$ cat src/rtl/wb_merge_if.sv
// wb_merge_if: bundle of the two writeback lanes, register-file write port, bypass lookups and occupancy
// Ports: master = producer/consumer side (drives lanes and lookup indices),
//        slave  = wb_merge side (drives readies, write port, lookup results, count/full/empty)
interface wb_merge_if #(
    parameter int RS    = 5,
    parameter int RD    = 32,
    parameter int DEPTH = 4
);
    logic                     in0_valid, in0_ready, in1_valid, in1_ready;
    logic [RS-1:0]            in0_rd, in1_rd, wr_rd, byp_rs1, byp_rs2;
    logic [RD-1:0]            in0_wd, in1_wd, wr_wd, byp_data1, byp_data2;
    logic                     wr_en, byp_hit1, byp_hit2, full, empty;
    logic [$clog2(DEPTH):0]   count;

    modport master (
        output in0_valid, in0_rd, in0_wd, in1_valid, in1_rd, in1_wd, byp_rs1, byp_rs2,
        input  in0_ready, in1_ready, wr_en, wr_rd, wr_wd,
        input  byp_hit1, byp_hit2, byp_data1, byp_data2, count, full, empty
    );
    modport slave (
        input  in0_valid, in0_rd, in0_wd, in1_valid, in1_rd, in1_wd, byp_rs1, byp_rs2,
        output in0_ready, in1_ready, wr_en, wr_rd, wr_wd,
        output byp_hit1, byp_hit2, byp_data1, byp_data2, count, full, empty
    );
endinterface

$ cat src/rtl/wb_merge.sv
// wb_merge: merges two writeback lanes into one register-file write port through a circular FIFO
// Ports: clk, rst (synchronous, active-low); bus (wb_merge_if.slave) carrying lane 0/1 handshakes,
//        the register-file write port (wr_en/wr_rd/wr_wd), two pending-write bypass lookups,
//        and occupancy count/full/empty.
module wb_merge #(
    parameter int RS    = 5,
    parameter int RD    = 32,
    parameter int DEPTH = 4
) (
    input  logic      clk,
    input  logic      rst,
    wb_merge_if.slave bus
);
    localparam int AW = $clog2(DEPTH);
    localparam int CW = AW + 1;

    logic [RS-1:0] rd_q [DEPTH];
    logic [RS-1:0] rd_d [DEPTH];
    logic [RD-1:0] wd_q [DEPTH];
    logic [RD-1:0] wd_d [DEPTH];
    logic [AW-1:0] wptr_q, wptr_d, rptr_q, rptr_d, idx;
    logic [CW-1:0] count_q, count_d, free;
    logic          push0, push1, pop;
    logic [1:0]    npush;

    always_comb begin
        // space comes only from registered occupancy; a same-cycle pop never frees a slot
        free = CW'(DEPTH) - count_q;
        bus.in0_ready = rst && free >= CW'(1);
        bus.in1_ready = rst && (free >= CW'(2) || (free >= CW'(1) && !bus.in0_valid));
        // writes to x0 complete the handshake but never occupy a slot
        push0 = bus.in0_valid && bus.in0_ready && bus.in0_rd != '0;
        push1 = bus.in1_valid && bus.in1_ready && bus.in1_rd != '0;
        npush = {1'b0, push0} + {1'b0, push1};
        pop = count_q != '0;
        rd_d = rd_q;
        wd_d = wd_q;
        if (push0) begin
            rd_d[wptr_q] = bus.in0_rd;
            wd_d[wptr_q] = bus.in0_wd;
        end
        // lane 1 lands behind lane 0 when both push, keeping program order
        if (push1) begin
            rd_d[wptr_q + AW'(push0)] = bus.in1_rd;
            wd_d[wptr_q + AW'(push0)] = bus.in1_wd;
        end
        wptr_d = wptr_q + AW'(npush);
        rptr_d = rptr_q + AW'(pop);
        count_d = count_q + CW'(npush) - CW'(pop);
        bus.wr_en = pop;
        bus.wr_rd = pop ? rd_q[rptr_q] : '0;
        bus.wr_wd = pop ? wd_q[rptr_q] : '0;
        bus.byp_hit1 = 1'b0;
        bus.byp_hit2 = 1'b0;
        bus.byp_data1 = '0;
        bus.byp_data2 = '0;
        idx = '0;
        // scan oldest to youngest so the youngest matching entry wins
        for (int k = 0; k < DEPTH; k++) begin
            idx = rptr_q + AW'(k);
            if (CW'(k) < count_q) begin
                if (bus.byp_rs1 != '0 && rd_q[idx] == bus.byp_rs1) begin
                    bus.byp_hit1 = 1'b1;
                    bus.byp_data1 = wd_q[idx];
                end
                if (bus.byp_rs2 != '0 && rd_q[idx] == bus.byp_rs2) begin
                    bus.byp_hit2 = 1'b1;
                    bus.byp_data2 = wd_q[idx];
                end
            end
        end
        bus.count = count_q;
        bus.full = count_q == CW'(DEPTH);
        bus.empty = count_q == '0;
    end

    always_ff @(posedge clk) begin
        if (!rst) begin
            wptr_q  <= '0;
            rptr_q  <= '0;
            count_q <= '0;
        end else begin
            wptr_q  <= wptr_d;
            rptr_q  <= rptr_d;
            count_q <= count_d;
        end
        rd_q <= rd_d;
        wd_q <= wd_d;
    end
endmodule

$ cat src/flat_wrapper.sv
// flat-port wrapper written by rule: the top's interface ports become plain ports
module wb_merge_flat 
#(
    parameter int RS    = 5,
    parameter int RD    = 32,
    parameter int DEPTH = 4
)
  (clk, rst, bus_in0_valid, bus_in0_rd, bus_in0_wd, bus_in1_valid, bus_in1_rd, bus_in1_wd, bus_byp_rs1, bus_byp_rs2, bus_in0_ready, bus_in1_ready, bus_wr_en, bus_wr_rd, bus_wr_wd, bus_byp_hit1, bus_byp_hit2, bus_byp_data1, bus_byp_data2, bus_count, bus_full, bus_empty);
  wb_merge_if #(.RS(RS), .RD(RD), .DEPTH(DEPTH)) bus_i ();
  input  logic clk;
  input  logic rst;
  input wire logic [$bits(bus_i.in0_valid)-1:0] bus_in0_valid;
  input wire logic [$bits(bus_i.in0_rd)-1:0] bus_in0_rd;
  input wire logic [$bits(bus_i.in0_wd)-1:0] bus_in0_wd;
  input wire logic [$bits(bus_i.in1_valid)-1:0] bus_in1_valid;
  input wire logic [$bits(bus_i.in1_rd)-1:0] bus_in1_rd;
  input wire logic [$bits(bus_i.in1_wd)-1:0] bus_in1_wd;
  input wire logic [$bits(bus_i.byp_rs1)-1:0] bus_byp_rs1;
  input wire logic [$bits(bus_i.byp_rs2)-1:0] bus_byp_rs2;
  output wire logic [$bits(bus_i.in0_ready)-1:0] bus_in0_ready;
  output wire logic [$bits(bus_i.in1_ready)-1:0] bus_in1_ready;
  output wire logic [$bits(bus_i.wr_en)-1:0] bus_wr_en;
  output wire logic [$bits(bus_i.wr_rd)-1:0] bus_wr_rd;
  output wire logic [$bits(bus_i.wr_wd)-1:0] bus_wr_wd;
  output wire logic [$bits(bus_i.byp_hit1)-1:0] bus_byp_hit1;
  output wire logic [$bits(bus_i.byp_hit2)-1:0] bus_byp_hit2;
  output wire logic [$bits(bus_i.byp_data1)-1:0] bus_byp_data1;
  output wire logic [$bits(bus_i.byp_data2)-1:0] bus_byp_data2;
  output wire logic [$bits(bus_i.count)-1:0] bus_count;
  output wire logic [$bits(bus_i.full)-1:0] bus_full;
  output wire logic [$bits(bus_i.empty)-1:0] bus_empty;
  assign bus_i.in0_valid = bus_in0_valid;
  assign bus_i.in0_rd = bus_in0_rd;
  assign bus_i.in0_wd = bus_in0_wd;
  assign bus_i.in1_valid = bus_in1_valid;
  assign bus_i.in1_rd = bus_in1_rd;
  assign bus_i.in1_wd = bus_in1_wd;
  assign bus_i.byp_rs1 = bus_byp_rs1;
  assign bus_i.byp_rs2 = bus_byp_rs2;
  assign bus_in0_ready = bus_i.in0_ready;
  assign bus_in1_ready = bus_i.in1_ready;
  assign bus_wr_en = bus_i.wr_en;
  assign bus_wr_rd = bus_i.wr_rd;
  assign bus_wr_wd = bus_i.wr_wd;
  assign bus_byp_hit1 = bus_i.byp_hit1;
  assign bus_byp_hit2 = bus_i.byp_hit2;
  assign bus_byp_data1 = bus_i.byp_data1;
  assign bus_byp_data2 = bus_i.byp_data2;
  assign bus_count = bus_i.count;
  assign bus_full = bus_i.full;
  assign bus_empty = bus_i.empty;
  wb_merge #(.RS(RS), .RD(RD), .DEPTH(DEPTH)) u_core (.clk(clk), .rst(rst), .bus(bus_i));
endmodule
$ cat config.mk
export PLATFORM = sky130hd
export DESIGN_NAME = wb_merge_flat
export DESIGN_NICKNAME = d
export VERILOG_FILES = /design/src/rtl/wb_merge_if.sv /design/src/rtl/wb_merge.sv /design/src/flat_wrapper.sv
export SDC_FILE = /design/constraint.sdc
export NUM_CORES = 1
export LEC_CHECK = 0
export CORE_UTILIZATION = 55
export CTS_CLUSTER_SIZE = 24
export DETAILED_ROUTE_END_ITERATION = 7
export PLACE_DENSITY_LB_ADDON = 0.15
export SETUP_SLACK_MARGIN = 0.2
export SYNTH_ARGS = -nofsm -noshare
export SYNTH_HDL_FRONTEND = slang
export SYNTH_SLANG_ARGS = --single-unit
$ cat constraint.sdc
create_clock -name clk -period 5 [get_ports clk]
set_clock_uncertainty 0.2 [all_clocks]
set_input_delay 0.5 -clock clk [delete_from_list [all_inputs] [get_ports clk]]
set_output_delay 0.5 -clock clk [all_outputs]
set_load 0.02 [all_outputs]
==> out/results.txt <==
Outcome -> complete, no violations
Nets -> 1811
# setup viols final -> 0
CTS sink count -> 155
Syn-to-layout area delta -> 21.1%
Final slew viol count -> 0
Iteration-0 DRC Markers -> 1093
Period utilisation layout -> 93.3%
Register area share after synthesis -> 23.9%
Buffers added on ports -> 198
Row count -> 55
I/O pin count -> 199
Clock Power Share -> 12.4%
Largest net degree at the start of global routing -> 128
Crit-path max FO -> 15
Fmax -> 0.214 GHz
RePlAce Congestion -> 0.908
CTS tree -> built
DRC -> 0
Yosys top cell by area -> dfxtp_1
Cell chain of the critical path -> buf_4 -> mux4_2 -> a211o_1 -> a211o_1 -> a211oi_4 -> buf_6 -> a221oi_1 -> o31ai_2 -> clkdlybuf4s50_1
Finished Layout Cells -> 2036
Post-synth ARST share -> 0%
Die ar. -> 24200 um2
Max Buffers Root-to-Sink -> 2
Switching Fraction -> 47.6%
Initial Util -> 56.7%
Post-Synthesis Cells -> 1620
Library cells used by synthesis -> 52
Synth warn -> 0
Vias per std cell -> 6.34
Logic pwr share -> 64.2%
Routed WL -> 40800 um
CP Capture Type -> output pin
EDFF count, synth -> 0
Cell mode on critical path -> a211o_1
Area share of the largest cell type after synthesis -> 23.9%
TritonRoute pass-1 iters -> 5
Max cap viols -> 0
Core area -> 22900 um2
First-pass GRT wire length -> 64600 um
Most area-consuming cells after synthesis -> dfxtp_1 (24%), mux2i_1 (19%), nand2_1 (7.2%)
CP max-delay cell -> clkdlybuf4s50_1
Overall die height -> 156 um
Via Count -> 12909
GRT Total Usage -> 33.7%
Setup Crit Path Kind -> register to output pin
Antenna Nets Post-Route -> 0
Overflow after GRT -> 0
Pint -> 5.42 mW
Vias in the first global route -> 12281
Startpoint Class -> register
Peak VDD IR -> 0.000594 V
CTS HTree Levels -> 4
Hold Buf Count CTS -> 0
Pin slew with the least headroom to its limit -> 1.16 ns
CP required -> 4.30 ns
Placed insts -> 1999
Post-layout minimum cycle time -> 4.66 ns
Flop pwr share -> 23.3%
Worst hold path class -> register to register
Worst path max stage delay -> 0.65 ns
Avg Cell Area, Syn -> 8.02 um2
Worst-path clk slew -> 0.07 ns
Placed cell areas -> 15100 um2
Syn Nets -> 1721
Die width -> 156 um
LEAKAGE -> 5.69 nW
Sw Pwr -> 4.93 mW
Post-DP HPWL -> 26700 um
Routed len/inst -> 20.1 um
Initial antenna violation count -> 3
Synthesis-stage register bit count -> 155
TritonCTS buffer count -> 17
Arr. time, crit path -> 3.96 ns
Mapped cell area -> 13000 um2
Fraction of layout cells with a size suffix above 1 -> 9.58%
Commonest register cell after synthesis -> dfxtp_1
Clk Latency, worst-skew pair -> 0.42 ns
Pwr dens -> 658 nW/um2
Layout Cell Area excl Fill -> 15700 um2
Max_slew headroom -> 22.5%
CTS Root Cell -> clkbuf_16
TNS Setup -> 0 ns
Final hold vios -> 0
Final Hold Slack -> 0.353 ns
RSZ-0062 raised after global routing -> yes
[sequential cells by signal (all words and copies together), names as in the netlist]
name	count
u_core.rptr_q	2
u_core.rd_q	20
u_core.wptr_q	2
u_core.bus.count	3
u_core.wd_q	128
[synthesized netlist by cell type, types with 33 or more instances]
cell type  count
dfxtp_1      155
nor2_1       100
o21ai_1       33
a211oi_1      62
nor2b_1       34
mux2_2        33
nand2_1      249
buf_2         47
mux2i_1      249
clkbuf_1      98
a21oi_1      128
and2_1        47
o21ai_0      116
[final cells by class]
| type | instances | area, um2 |
|---|---|---|
| flip-flops and latches | 155 | 3110 |
| clock inverters | 11 | 110 |
| inverters | 10 | 40.0 |
| well taps | 313 | 392 |
| multi-input cells | 1292 | 9210 |
| clock buffers | 20 | 468 |
| fillers | 1916 | 7180 |
| diodes | 1 | 2.50 |
| repair buffers | 234 | 2410 |
[power groups by stage]
stage	clock, mW	sequential, mW	combinational (mW)
3_3_place_gp	0	2.37	6.37
5_1_grt	1.35	2.49	7.19
4_1_cts	1.29	2.40	6.55
2_1_floorplan	0	2.22	4.67
3_5_place_dp	0	2.41	6.50
6_report	1.29	2.42	6.65
[cell usage in the layout (no fill, tap or decap), types with 7 or more instances in the layout]
master / synthesis / final
a211oi_1: 62 / 62
dlymetal6s2s_1: 0 / 13
inv_1: 8 / 8
o31ai_2: 30 / 30
and2_1: 47 / 45
xnor2_1: 28 / 28
mux4_1: 7 / 7
clkbuf_16: 0 / 18
dfxtp_1: 155 / 153
o221ai_1: 32 / 32
nand2_1: 249 / 249
o21ai_1: 33 / 33
and4_1: 32 / 32
o21ai_0: 116 / 115
nor2_1: 100 / 99
mux4_2: 12 / 12
nor2b_1: 34 / 33
xor2_1: 16 / 16
ha_1: 12 / 12
a21oi_1: 128 / 128
a221oi_1: 32 / 32
buf_4: 1 / 22
mux2_2: 33 / 33
buf_12: 1 / 8
mux2i_1: 249 / 249
clkdlybuf4s50_1: 0 / 185
[through the flow]
step	total power [mW]	setup WS, ns	utilization [%]
floorplan	6.89	1.25	-
global placement	8.74	0.497	65.7
detailed placement	8.91	0.506	65.7
CTS	10.2	0.202	68.3
global route	11.0	0.196	68.7
finish	10.4	0.335	68.7
[path summary, 6_finish.rpt]
check / startpoint / end / slack (ns) / cells after the start
max reg2reg: u_core.bus.count[0] / u_core.wd_q[86] / 1.06 / 11
min reg2reg: u_core.wd_q[5] / u_core.wd_q[5] / 0.35 / 2
max: u_core.rptr_q[0] / bus_byp_data1[28] / 0.34 / 9
min: u_core.wd_q[5] / u_core.wd_q[5] / 0.35 / 2
[worst max-delay path: cells and delay by family, from the launching register on]
family	cells	cell delay, ns
mux	1	0.60
buf+inv	3	1.15
compound gates	5	1.32
flops	1	0.47
[routing by layer]
metal,up-vias,track usage (%),wire length (um)
met1,6096,43.5,17200
met5,-,0,24
li1,6088,-,-
met2,601,54.4,18800
met4,4,16.7,1530
met3,120,5.94,3260
[kinds of logic after synthesis]
kind of cell	Yosys count	share of synthesized area (%)
and+or+nand+nor	490	18.0
AOI/OAI and AO/OA	444	22.3
muxes	301	25.5
buffers and inverters	173	6.02
DFF	155	23.9
xor gates and xnor gates	44	2.97
adders and majority gates	13	1.31
[repair_timing]
item                                    in CTS  in global routing
endpoints found under the setup margin      59                 63
pin swaps                                    1                  2
resized for setup                            4                 18
cloned                                       0                  0
buffers inserted                             1                  4
Note: power is estimated with default switching activity, not from simulation.
